==> src/rtl/priority_unpack.sv <==
// Rebuilds a bit vector from a highest-first stream of set-bit indices.
// One frame is collected per ACC phase and presented in HOLD.
module priority_unpack #(
  parameter int DW = 32,
  parameter int AW = $clog2(DW)
) (
  input  logic          clk,
  input  logic          rst,
  input  logic          in_valid,
  output logic          in_ready,
  input  logic [AW-1:0] in_index,
  input  logic          in_empty,
  input  logic          in_last,
  output logic          out_valid,
  input  logic          out_ready,
  output logic [DW-1:0] out_vec,
  output logic [AW:0]   out_count,
  output logic          out_err
);

  typedef enum logic {
    ACC  = 1'b0,
    HOLD = 1'b1
  } state_t;

  localparam logic [AW:0] LIM = (AW+1)'(DW - 1);
  localparam logic [AW:0] ONE = (AW+1)'(1);

  state_t        state;
  logic [DW-1:0] acc;
  logic [AW:0]   cnt;
  logic          err;
  logic [AW-1:0] prev;
  logic          has_prev;
  logic          has_beat;
  logic          rdy;
  logic          vld;

  logic          take;
  logic          oor;
  logic          ord;
  logic          emp_bad;
  logic          bad;
  logic [DW-1:0] hot;

  assign in_ready  = rdy;
  assign out_valid = vld;
  assign out_vec   = acc;
  assign out_count = cnt;
  assign out_err   = err;

  assign take = in_valid & rdy;
  assign hot  = {{(DW-1){1'b0}}, 1'b1} << in_index;

  // Indices must fall strictly and stay inside the vector;
  // an empty beat is legal only as the whole frame.
  always_comb begin
    oor     = {1'b0, in_index} > LIM;
    ord     = has_prev && (in_index >= prev);
    emp_bad = !(!has_beat && in_last);
    bad     = in_empty ? emp_bad : (oor | ord);
  end

  always_ff @(posedge clk) begin
    if (rst) begin
      state    <= ACC;
      acc      <= '0;
      cnt      <= '0;
      err      <= 1'b0;
      prev     <= '0;
      has_prev <= 1'b0;
      has_beat <= 1'b0;
      rdy      <= 1'b1;
      vld      <= 1'b0;
    end else begin
      case (state)
        ACC: begin
          if (take) begin
            has_beat <= 1'b1;
            if (bad) begin
              err <= 1'b1;
            end else if (!in_empty) begin
              acc      <= acc | hot;
              cnt      <= cnt + ONE;
              prev     <= in_index;
              has_prev <= 1'b1;
            end
            if (in_last) begin
              state <= HOLD;
              rdy   <= 1'b0;
              vld   <= 1'b1;
            end
          end
        end
        HOLD: begin
          if (out_ready) begin
            state    <= ACC;
            acc      <= '0;
            cnt      <= '0;
            err      <= 1'b0;
            prev     <= '0;
            has_prev <= 1'b0;
            has_beat <= 1'b0;
            rdy      <= 1'b1;
            vld      <= 1'b0;
          end
        end
        default: begin
          state <= ACC;
          rdy   <= 1'b1;
          vld   <= 1'b0;
        end
      endcase
    end
  end

endmodule
==> config.mk <==
export PLATFORM = sky130hd
export DESIGN_NAME = priority_unpack
export DESIGN_NICKNAME = d
export VERILOG_FILES = /design/src/rtl/priority_unpack.sv
export SDC_FILE = /design/constraint.sdc
export NUM_CORES = 1
export LEC_CHECK = 0
export BUFFER_PORTS_ARGS = -buffer_cell sky130_fd_sc_hd__buf_4
export CAP_MARGIN = 30
export CORE_ASPECT_RATIO = 0.8
export CORE_UTILIZATION = 49
export CTS_BUF_LIST = sky130_fd_sc_hd__clkbuf_16
export CTS_CLUSTER_DIAMETER = 50
export DETAILED_ROUTE_END_ITERATION = 6
export HOLD_SLACK_MARGIN = 0.02
export PLACE_DENSITY = 0.75
export SYNTH_ARGS = -nofsm -noshare
export SYNTH_HDL_FRONTEND = slang
export SYNTH_SLANG_ARGS = --single-unit
==> constraint.sdc <==
create_clock -name clk -period 2.7 [get_ports clk]
set_clock_uncertainty 0.05 [all_clocks]
set_input_delay 0.54 -clock clk [delete_from_list [all_inputs] [get_ports clk]]
set_output_delay 0.54 -clock clk [all_outputs]
set_load 0.1 [all_outputs]
## After elaboration in Yosys (flattened, before gate mapping)

Cells that the tools add are included.

- Word-level logic and storage cells: 66
- Flip-flop bits (word level): 49
- Input bits: 11
- Output and inout bits: 41

- Bitwise operators: 3
- Multiplexer cells: 37
- $add $sub $neg: 1
- Equality and inequality tests: 6
- Order comparisons: 1
- Shift operators: 1
- Reductions and logical operators: 8

Operators with widths:

| cell | number |
|---|---|
| $mux W32 | 4 |
| $pmux W32 S2 | 1 |
| $or A32 B32 Y32 | 1 |
| $shl A1 B5 Y32 const A | 1 |
| $mux W6 | 4 |
| $mux W5 | 4 |
| $mux W1 | 16 |
| $ne A2 B2 Y1 const B | 6 |
| $pmux W1 S2 | 6 |
| $pmux W6 S2 | 1 |
| $pmux W5 S2 | 1 |
| $add A6 B1 Y6 const B | 1 |
| $reduce_and A3 Y1 | 2 |
| $ge A5 B5 Y1 | 1 |
| $reduce_and A4 Y1 | 1 |
| $logic_and A1 B1 Y1 | 2 |
| $logic_not A1 Y1 | 2 |
| $reduce_and A2 Y1 | 1 |
| $and A1 B1 Y1 | 1 |
| $not A1 Y1 | 1 |

## Depth between registers and ports, before layout

Gate-level depths: netlist (run 1).

- Word-level depth: 7
- Depth in mapped cells: 10
- Gate-level depth less buffers: 7

## Worst setup path before layout (run 1)

Ideal clock, no wire load.

- Kind: register -> register
- Start point: register rdy (netlist: in_ready)
- End point: register acc[24] (netlist: out_vec[24])
- Data arrival time: 2.251 ns
- Slack: 0.304 ns
- Path buffers: 1
- Library setup time: 0.096 ns
- Clock period less this slack: 2.396 ns
- Required time: 2.554 ns
- Cell stages (with the launch flop): 7
- Cell sequence: dfxtp_1 -> and4bb_1 -> o21ai_2 -> a21o_1 -> buf_6 -> or3_4 -> o41ai_2

- Longest elaborated chain between the ends: 3

RTL lines:

| item | line | source |
|---|---|---|
| start: declaration | 36 | `logic rdy;` |
| start signal: assignment | 73 | `rdy <= 1'b1;` |
| start signal: assignment | 90 | `rdy <= 1'b0;` |
| start signal: assignment | 104 | `rdy <= 1'b1;` |
| $and A1 B1 Y1 | 52 | `assign take = in_valid & rdy;` |
| $ne A2 B2 Y1 (no source line) | - |  |
| $reduce_and A4 Y1 (no source line) | - |  |
| end signal: assignment | 83 | `acc <= acc \| hot;` |
| end: declaration | 30 | `logic [DW-1:0] acc;` |

No other way between the ends.
A chain may end at the register's enable or synchronous reset.

## Final worst setup path (run 1)

- Start point: input in_index[0]
- End point: register cnt[5] (netlist: out_count[5])

- Longest elaborated chain between the ends: 5

RTL lines:

| item | line | source |
|---|---|---|
| start: declaration | 11 | `input logic [AW-1:0] in_index,` |
| $ge A5 B5 Y1 | 59 | `ord = has_prev && (in_index >= prev);` |
| $logic_and A1 B1 Y1 | 59 |  |
| $mux W1 | 61 | `bad = in_empty ? emp_bad : (oor \| ord);` |
| $ne A2 B2 Y1 (no source line) | - |  |
| $reduce_and A4 Y1 (no source line) | - |  |
| end signal: assignment | 84 | `cnt <= cnt + ONE;` |
| end: declaration | 31 | `logic [AW:0] cnt;` |

No other way between the ends.

==> results of run 1 <==
-- cell usage after synthesis, types with 2 or more instances --
cell	instances
o21ai_0	21
ha_1	6
a21o_1	4
nand2_1	23
inv_1	9
or2_2	2
a21oi_1	23
nand3_1	11
or3_1	4
dfxtp_1	49
and2_1	2
a211oi_1	2
nand2b_1	10
clkbuf_1	7
nor2_1	39
buf_4	2
o41ai_2	4
buf_6	4
-- registers in the layout, indices dropped and copies added, names as in the netlist --
signal and cells:
has_beat 1, has_prev 1, in_ready 1, out_count 6, out_err 1, out_valid 1
out_vec 32, prev 5, state 1
-- placed cells by master, fill, tap and decap left out, drive strengths merged, types with 2 or more instances in the layout --
cell type	synthesis	final
or2	2	2
nand3	11	11
nand2b	10	10
nand2	23	23
or3	5	5
dfxtp	49	49
a21oi	23	23
o41ai	5	5
clkbuf	7	5
ha	6	6
inv	9	9
o21ai	23	23
buf	7	55
a21o	4	4
nor2	39	39
and2	2	2
a211oi	2	2
-- layout make-up --
class / count / area (µm²)
fill: 359 / 1290
sequential: 49 / 981
multi-input combinational: 168 / 946
timing repair buffer: 55 / 413
clock buffer: 5 / 125
tap: 55 / 68.8
clock inverter: 3 / 41.3
inverter: 9 / 33.8
-- routing by layer --
layer  GRT usage  part of all wire
met1       0.347              0.49
met2       0.319              0.43
met3      0.0523             0.072
met4      0.0728            0.0089
met5           0                 0
-- power by group --
group	internal, mW	total, mW	switching (mW)
combinational	0.0547	0.203	0.148
sequential	0.739	0.751	0.0113
clock	0.433	0.691	0.258
total	1.23	1.64	0.417
-- kinds of logic (layout without fill, tap and decap cells) --
| logic type | count (synthesis) | in the layout | share of synthesized area |
|---|---|---|---|
| AOI/OAI and AO/OA | 63 | 63 | 0.199 |
| adders and majority gates | 6 | 6 | 0.0366 |
| buffers and inverters | 23 | 72 | 0.0610 |
| DFF | 49 | 49 | 0.478 |
| and+or+nand+nor | 99 | 99 | 0.226 |
-- per-stage QoR --
| stage | setup slack [ns] | instance area (µm²) | utilization | hold slack [ns] | instances |
|---|---|---|---|---|---|
| 2_1_floorplan | 0.304 | 2050 | - | 0.366 | 240 |
| 5_1_grt | 0.373 | 2610 | 0.668 | 0.422 | 344 |
| 3_3_place_gp | 0.334 | 2440 | 0.626 | 0.384 | 336 |
| 4_1_cts | 0.521 | 2610 | 0.668 | 0.407 | 344 |
| 6_report | 0.521 | 2610 | 0.668 | 0.400 | 344 |
| 3_5_place_dp | 0.238 | 2440 | 0.626 | 0.392 | 336 |
-- path summary, 6_finish.rpt --
path	slack, ns	endpoint	depth (start not counted)	from
hold reg to reg	0.40	prev[4]	1	prev[4]
hold / removal	0.40	prev[4]	1	prev[4]
setup / recovery	0.52	out_count[5]	9	in_index[0]
setup reg to reg	0.57	out_count[5]	8	prev[4]
==> results.md, run 1 <==
* Clock Latency Late Sink at 0.29 ns
* CP bufs+invs at 3
* Fin nets at 305
* Area Growth Syn to Fin at 27.1%
* Synth top area cells: dfxtp_1, nor2_1, a21oi_1
* CTS Hold Bufs at 0
* Top_reg_cell synth: dfxtp_1
* Vias after detailed routing at 1,788
* DR pass1 iterations at 4
* Worst VDD drop at 391 µV
* Warnings from Yosys at 0
* Max Slew Vio Count at 0
* Hold Vio Cnt, Final at 0
* CTS sink cnt at 49
* Synth cell types at 36
* # rows at 20
* Fraction of layout cells with a size suffix above 1 at 0.246
* DP HPWL at 3270 µm
* Crit path time final at 2.18 ns
* Synthesized area per cell at 8.55 µm²
* ANT nets after route at 0
* Synthesized flop and latch total at 49
* Sequential fraction of the synthesis area at 0.478
* N_diodes at 0
* Drt total wl at 4620 µm
* Vias in the first global route at 1,563
* Pin count of the biggest net entering global routing at 24
* CP startpoint kind: input port
* Chip height at 59.9 µm
* Synth area leader: dfxtp_1
* Root buf cell: clkbuf_16
* Initial antenna violation count at 0
* Die area at 4450 µm²
* Worst slew margin at 0.730
* Largest stage delay, worst path at 0.34 ns
* TritonCTS buffer count at 5
* CP Capture Type: flop
* Synth Net Count at 257
* Clock buffer depth at 2
* CP Class: in -> reg
* Most common cell on crit path: buf_4
* Total power at 1.64 mW
* Total track usage at 0.229
* Post CTS Setup Buffer Count at 0
* Die Wd at 74.4 µm
* Initial Utilization at 0.526
* 1st-iter DRT viols at 111
* Delay-heaviest family, CP: compound AO/OA/AOI/OAI gates
* Drt drc at 0
* Slowest CP cell: o311ai_0
* PwrDens at 630 nW/µm²
* Yosys top cell area share at 0.478
* RSZ-0062 raised after global routing: false
* Io pins at 52
* Final setup fails at 0
* Synth Instances at 240
* Leak at 1.12 nW
* Async SR Flop Fraction at 0
* EDFF count, synth at 0
* Status: finished clean
* RD Place Congestion at 0.805
* TritonCTS clock tree: built
* H-tree levels at 2
* Post-CTS Resized at 0
* Synthesized area at 2050 µm²
* Max Clk Rate at 459 MHz
* Slew @ Worst Pin at 0.405 ns
* First-pass GRT wire length at 7550 µm
* Max_cap viols at 0
* Vias/cell at 5.20
* Clock-pin transition on the worst setup and hold timing paths at 0.06 ns
* Crit path DAT at 2.29 ns
* Setup_tns at 0 ns
* Core area at 3900 µm²
* PortBufs at 51
* WP data required at 2.81 ns
* CP Cell Sequence: buf_4 > inv_1 > ha_1 > nor2b_1 > o21ai_1 > a21o_1 > buf_4 > o311ai_0 > o41ai_1
* Worst hold path class: reg -> reg
* Total gr overflow at 0
* Final period util at 0.807
* Post-DR wirelength/cell at 13.4 µm
* CP Max Fanout at 14
No activity file was read; power rests on OpenSTA's default activity.
==> run 2, diff against run 1 <==
Settings changed: ABC_AREA from default to 1, CORE_UTILIZATION 49 to 48.
Clock period 2.7 ns to 1.91 ns, I/O delays scaled along.
==> run 2 against run 1 <==
Register-to-register slack lost 0.32 ns. Clock-buffer cell count is the same. Total power grew 43%. Critical path depth grew 1. Synthesized area grew 9.1%. Largest power group unchanged.
==> results.md, run 2 <==
* Status: finished clean
* List of most frequent post-synthesis cells: nand2_1, dfxtp_1, nand3_1
* Fill cell count at 397 (+11%)
* Hold Vio Cnt, Final at 0 (unchanged)
* Leak at 1.22 nW (+9.2%)
* Worst hold path class: in -> reg
* Drt total wl at 5460 µm (+18%)
* ANT nets after route at 0 (unchanged)
* Chip height at 63.1 µm (+5.3%)
* H-tree levels at 2 (unchanged)
* Worst slew margin at 0.735 (+0.00525)
* CP startpoint kind: flop
* Die Wd at 78.4 µm (+5.4%)
* Slowest CP cell: dfxtp_1
* Post-DR wirelength/cell at 13.0 µm (-3.0%)
* Sequential Area at 982 µm² (+0.13%)
* Post CTS Setup Buffer Count at 0 (unchanged)
* CP Capture Type: flop
* Synthesized area at 2240 µm² (+9.1%)
* Drt drc at 0 (unchanged)
* Total track usage at 0.244 (+0.0147)
* Max reg flops at 32 (unchanged)
* CTS Hold Bufs at 0 (unchanged)
* TritonCTS buffer count at 5 (unchanged)
* CP bufs+invs at 2 (-1)
* Core area at 4340 µm² (+11%)
* Total gr overflow at 0 (unchanged)
* Vias/cell at 5.18 (-0.36%)
* Synth area leader: dfxtp_1
* Synthesized flop and latch total at 49 (unchanged)
* Area Growth Syn to Fin at 28.2%
* Hold path start: rst
* Finished Layout Cells at 419 (+22%)
* Max_cap viols at 0 (unchanged)
* Max Clk Rate at 601 MHz
* Placed cells at 411 (+22%)
* 1st-iter DRT viols at 182 (+64%)
* Fraction of layout cells with a size suffix above 1 at 0.224 (-0.0219)
* Warnings from Yosys at 0 (unchanged)
* Pin count of the biggest net entering global routing at 28 (+17%)
* Synthesized area per cell at 7.34 µm² (-14%)
* Yosys top cell area share at 0.438 (-0.0398)
* Die area at 4940 µm² (+11%)
* Reg-to-Reg Start: prev[2]
* Initial antenna violation count at 0 (unchanged)
* N_diodes at 0 (unchanged)
* Async SR Flop Fraction at 0 (unchanged)
* Io pins at 52 (unchanged)
* Synth Net Count at 322 (+25%)
* Sequential fraction of the synthesis area at 0.438 (-0.0398)
* WP data required at 2.07 ns (-0.74 ns)
* Synth top area cells: dfxtp_1, nand2_1, nand3_1
* Root buf cell: clkbuf_16
* Post-CTS Resized at 0 (unchanged)
* Slew @ Worst Pin at 0.397 ns (-0.00831 ns)
* Top_reg_cell synth: dfxtp_1
* Count leader, synth: nand2_1
* DR pass1 iterations at 4 (unchanged)
* EDFF count, synth at 0 (unchanged)
* Worst VDD drop at 433 µV (+11%)
* Fin nets at 378 (+24%)
* RD Place Congestion at 0.906 (+13%)
* Final setup fails at 0 (unchanged)
* CTS sink cnt at 49 (unchanged)
* Crit path time final at 1.66 ns
* Final period util at 0.871
* Delay-heaviest family, CP: simple AND/OR/NAND/NOR gates
* Multi-input gate area at 1040 µm² (+10%)
* Most common cell on crit path: nand2_1
* CP Cell Sequence: inv_1 > ha_1 > a21oi_1 > nand2_1 > nand2_1 > nand2_1 > nand2_2 > buf_4 > nand3_2 > o21ai_0
* RSZ-0062 raised after global routing: false
* Initial Utilization at 0.516 (-0.00934)
* Most frequent cells in the layout: buf_4, nand2_1, dfxtp_1, nand3_1, inv_1
* Largest stage delay, worst path at 0.30 ns (-0.04 ns)
* Synth cell types at 23 (-36%)
* Clock Latency Late Sink at 0.29 ns (about the same)
* Max Slew Vio Count at 0 (unchanged)
* # rows at 21 (+5.0%)
* Clock-pin transition on the worst setup and hold timing paths at 0.07 ns (about the same)
* Vias in the first global route at 1,997 (+28%)
* CP Max Fanout at 10 (-4)
* PortBufs at 51 (unchanged)
* Crit path DAT at 1.82 ns (-0.47 ns)
* First-pass GRT wire length at 9360 µm (+24%)
* DP HPWL at 3900 µm (+19%)
* Clock buffer depth at 2 (unchanged)
* PwrDens at 821 nW/µm² (+30%)
* CP Class: reg -> reg
* TritonCTS clock tree: built
* Vias after detailed routing at 2,170 (+21%)
* Total power at 2.35 mW (+43%)
* Crit. Startpoint: prev[2]
* Commonest non-fill, non-tap cell in the layout: buf_4
* Synth Instances at 305 (+27%)
[run 2: cell types whose count changed after synthesis, moves of 5 or more]
cell,previous run,this run
nand2b_1,10,0
nor3_1,1,8
nand3_1,11,32
a21oi_1,23,28
nand2_1,23,59
nand4_1,0,12
nor2_1,39,28
inv_1,9,29
o21ai_0,21,26
[run 2: routing by layer]
layer	GRT usage	routed length (µm)	vias up
li1	-	-	1115
met1	0.332	2590	969
met2	0.389	2400	81
met3	0.0435	417	5
met4	0.0810	53	0
met5	0	0	-
[run 2: kinds of logic (layout without fill, tap and decap cells)]
group / Yosys count / count (layout) / share of synthesized area
buffers and inverters: 48 / 105 / 0.100
AND/OR/NAND/NOR: 146 / 146 / 0.300
adder cells (fa/ha/maj): 6 / 6 / 0.0335
flip-flops: 49 / 49 / 0.438
AO/OA/AOI/OAI: 54 / 54 / 0.121
XOR/XNOR: 2 / 2 / 0.00783
[run 2: final timing paths]
path	to	slack (ns)	depth (start not counted)
max reg2reg	out_vec[27]	0.25	10
min	out_vec[16]	0.31	2
min reg2reg	out_vec[10]	0.40	2
max	out_vec[27]	0.25	10
[run 2: layout make-up]
class                           count  share of cell area
Sequential cell                    49               0.342
Timing Repair Buffer               66               0.173
Inverter                           31              0.0406
Clock inverter                      3              0.0131
Multi-Input combinational cell    208               0.363
Tap cell                           57              0.0249
Clock buffer                        5              0.0436
[run 2: metrics by stage]
step / utilization / setup TNS, ns / hold WS [ns] / cell area, µm² / worst slack [ns]
floorplan: - / 0 / 0.385 / 2240 / 0.00814
global route: 0.662 / 0 / 0.312 / 2870 / 0.0239
global placement: 0.623 / 0 / 0.391 / 2700 / 0.0727
detailed placement: 0.623 / -0.00759 / 0.392 / 2700 / -0.00759
CTS: 0.660 / 0 / 0.306 / 2860 / 0.163
finish: 0.662 / 0 / 0.308 / 2870 / 0.246
[run 2: where the power goes]
| part | switching [mW] | internal [mW] | total, mW |
|---|---|---|---|
| Clock | 0.359 | 0.608 | 0.967 |
| Sequential | 0.0143 | 1.05 | 1.06 |
| Combinational | 0.238 | 0.0899 | 0.328 |
| Total | 0.611 | 1.74 | 2.35 |
==> run 3, diff against run 2 <==
Settings changed: CELL_PAD_IN_SITES_DETAIL_PLACEMENT from default to 0, CELL_PAD_IN_SITES_GLOBAL_PLACEMENT from default to 1, CORE_UTILIZATION 48 to 34, MAX_ROUTING_LAYER from default to met4.
==> run 3 against run 2 <==
Cell area is 1.9% higher. Sequential cell count is the same. Critical path depth is the same. Worst setup slack got worse by 0.021 ns. Total power grew 0.84%. Clock power increased by 2%. Final cell count rose by 6.9%. Non-clock buffer count increased by 2. Global-route usage down 5.0 points. Die area increased by 40%. First-iteration DRC count fell by 51%. Clock-buffer cell count is the same. Critical path type unchanged. Critical endpoint is now out_vec[21]. Largest power group unchanged.
==> results.md, run 3 (same netlist as run 2, synthesis figures left out) <==
* Clock-pin transition on the worst setup and hold timing paths at 0.07 ns (about the same)
* Final period util at 0.882 (+0.0108)
* WP data required at 2.07 ns (about the same)
* Top Layer Used: met4
* Drt drc at 0 (unchanged)
* Post-route cell area at 2920 µm² (+1.9%)
* Root buf cell: clkbuf_16
* Crit. Startpoint: prev[2]
* N_diodes at 0 (unchanged)
* Pint at 1.75 mW (+0.14%)
* DP HPWL at 4200 µm (+7.7%)
* Post CTS Setup Buffer Count at 0 (unchanged)
* DR pass1 iterations at 5 (+1)
* Hold depth at 2 (unchanged)
* Vias after detailed routing at 2,164 (-0.28%)
* Placed cells at 440 (+7.1%)
* Crit path DAT at 1.85 ns (+0.03 ns)
* Post-DR wirelength/cell at 13.1 µm (+0.84%)
* Die area at 6910 µm² (+40%)
* Leak at 1.23 nW (+0.69%)
* Status: finished clean
* Finished Layout Cells at 448 (+6.9%)
* Worst hold path class: in -> reg
* Most frequent cells in the layout: buf_4, nand2_1, dfxtp_1, nand3_1, inv_1
* Net load switching power at 0.628 mW (+2.8%)
* Vias/cell at 4.83 (-6.7%)
* Final setup fails at 0 (unchanged)
* Clock network fraction of total power at 0.415 (+0.004)
* Crit path time final at 1.68 ns (+0.0206 ns)
* Switching portion of total power at 0.265 (+0.00515)
* Fin nets at 380 (+0.53%)
* Commonest non-fill, non-tap cell in the layout: buf_4
* Clock Latency Late Sink at 0.29 ns (about the same)
* Cell depth of the worst flop-to-flop path at 10 (unchanged)
* Fraction of layout cells with a size suffix above 1 at 0.231 (+0.00701)
* Vias in the first global route at 2,008 (+0.55%)
* # rows at 26 (+24%)
* Sequential Area at 982 µm² (unchanged)
* Initial Utilization at 0.351 (-0.165)
* CP startpoint kind: flop
* Clock buffer depth at 2 (unchanged)
* Initial antenna violation count at 0 (unchanged)
* Max_cap viols at 0 (unchanged)
* Total track usage at 0.193 (-0.0505)
* Total gr overflow at 0 (unchanged)
* Metal3 WL at 291 µm (-30%)
* 1st-iter DRT viols at 89 (-51%)
* CP Capture Type: flop
* First-pass GRT wire length at 9940 µm (+6.2%)
* CP Class: reg -> reg
* Area Growth Syn to Fin at 30.6%
* Seq pwr share at 0.446 (-0.004)
* PwrDens at 812 nW/µm² (-1.0%)
* Io pins at 52 (unchanged)
* Fill cell count at 695 (+75%)
* Max Clk Rate at 594 MHz (-1.2%)
* H-tree levels at 2 (unchanged)
* Chip height at 74.6 µm (+18%)
* CP Max Fanout at 5 (-5)
* ANT nets after route at 0 (unchanged)
* Slew @ Worst Pin at 0.354 ns (-0.0424 ns)
* Hold Vio Cnt, Final at 0 (unchanged)
* TritonCTS clock tree: built
* RSZ-0062 raised after global routing: false
* WL met1 at 3070 µm (+18%)
* CTS Hold Bufs at 0 (unchanged)
* Combinational Power Share at 0.140 (about the same)
* Max reg flops at 32 (unchanged)
* Reg-to-Reg Start: prev[2]
* CTS sink cnt at 49 (unchanged)
* Drt total wl at 5890 µm (+7.8%)
* Max Slew Vio Count at 0 (unchanged)
* Pin count of the biggest net entering global routing at 28 (unchanged)
* TritonCTS buffer count at 5 (unchanged)
* Die Wd at 92.7 µm (+18%)
* Core area at 6380 µm² (+47%)
* Dpl cell area at 2750 µm² (+1.8%)
* Worst VDD drop at 405 µV (-6.4%)
* RD Place Congestion at 0.787 (-13%)
* PortBufs at 51 (unchanged)
* Wire length on met2 at 2440 µm (+1.4%)
* Multi-input gate area at 1050 µm² (+0.48%)
* Hold path start: rst
* Worst slew margin at 0.763 (+0.0278)
-- run 3: path summary, 6_finish.rpt --
path                 end  slack [ns]
max          out_vec[21]        0.23
max reg2reg  out_vec[21]        0.23
min          out_vec[29]        0.31
min reg2reg   out_vec[8]        0.40
-- run 3: through the flow --
step                hold WS [ns]   util  setup slack, ns  TNS [ns]  total power, mW
CTS                        0.303  0.456           0.0936         0             2.40
global route               0.313  0.458          0.00709         0             2.47
floorplan                  0.385      -          0.00814         0             1.32
detailed placement         0.394  0.431          -0.0616    -0.258             1.41
finish                     0.309  0.458            0.225         0             2.37
global placement           0.393  0.431          -0.0120   -0.0437             1.41
-- run 3: power groups by stage --
| stage | clock [mW] | sequential, mW | combinational (mW) |
|---|---|---|---|
| 2_1_floorplan | 0 | 1.17 | 0.150 |
| 3_3_place_gp | 0 | 1.08 | 0.327 |
| 3_5_place_dp | 0 | 1.08 | 0.329 |
| 4_1_cts | 1.01 | 1.06 | 0.330 |
| 5_1_grt | 1.05 | 1.06 | 0.364 |
| 6_report | 0.984 | 1.06 | 0.331 |
-- run 3: cell type report --
cell class,instances,share of cell area
repair buffers,68,0.175
flip-flops and latches,49,0.336
clock buffers,5,0.0428
multi-input cells,208,0.358
inverters,31,0.0398
well taps,84,0.0360
clock inverters,3,0.0128
-- run 3: timing repair --
item                                    CTS  global route
gates resized for setup                   0             6
endpoints found under the setup margin    0            20
endpoints found under the hold margin     0             0
-- run 3: layer usage --
metal / up-vias / track usage
met1: 980 / 0.275
li1: 1123 / -
met2: 51 / 0.273
met3: 10 / 0.0348
met5: - / -
met4: 0 / 0.0701
-- run 3: worst max-delay path, stage by stage, from the launching register on --
cell	delay, ns
dfxtp_1	0.31
inv_1	0.05
ha_1	0.28
a21oi_1	0.13
nand2_1	0.07
nand2_1	0.05
nand2_1	0.05
nand2_2	0.12
nand3_2	0.15
buf_4	0.18
o21ai_0	0.15
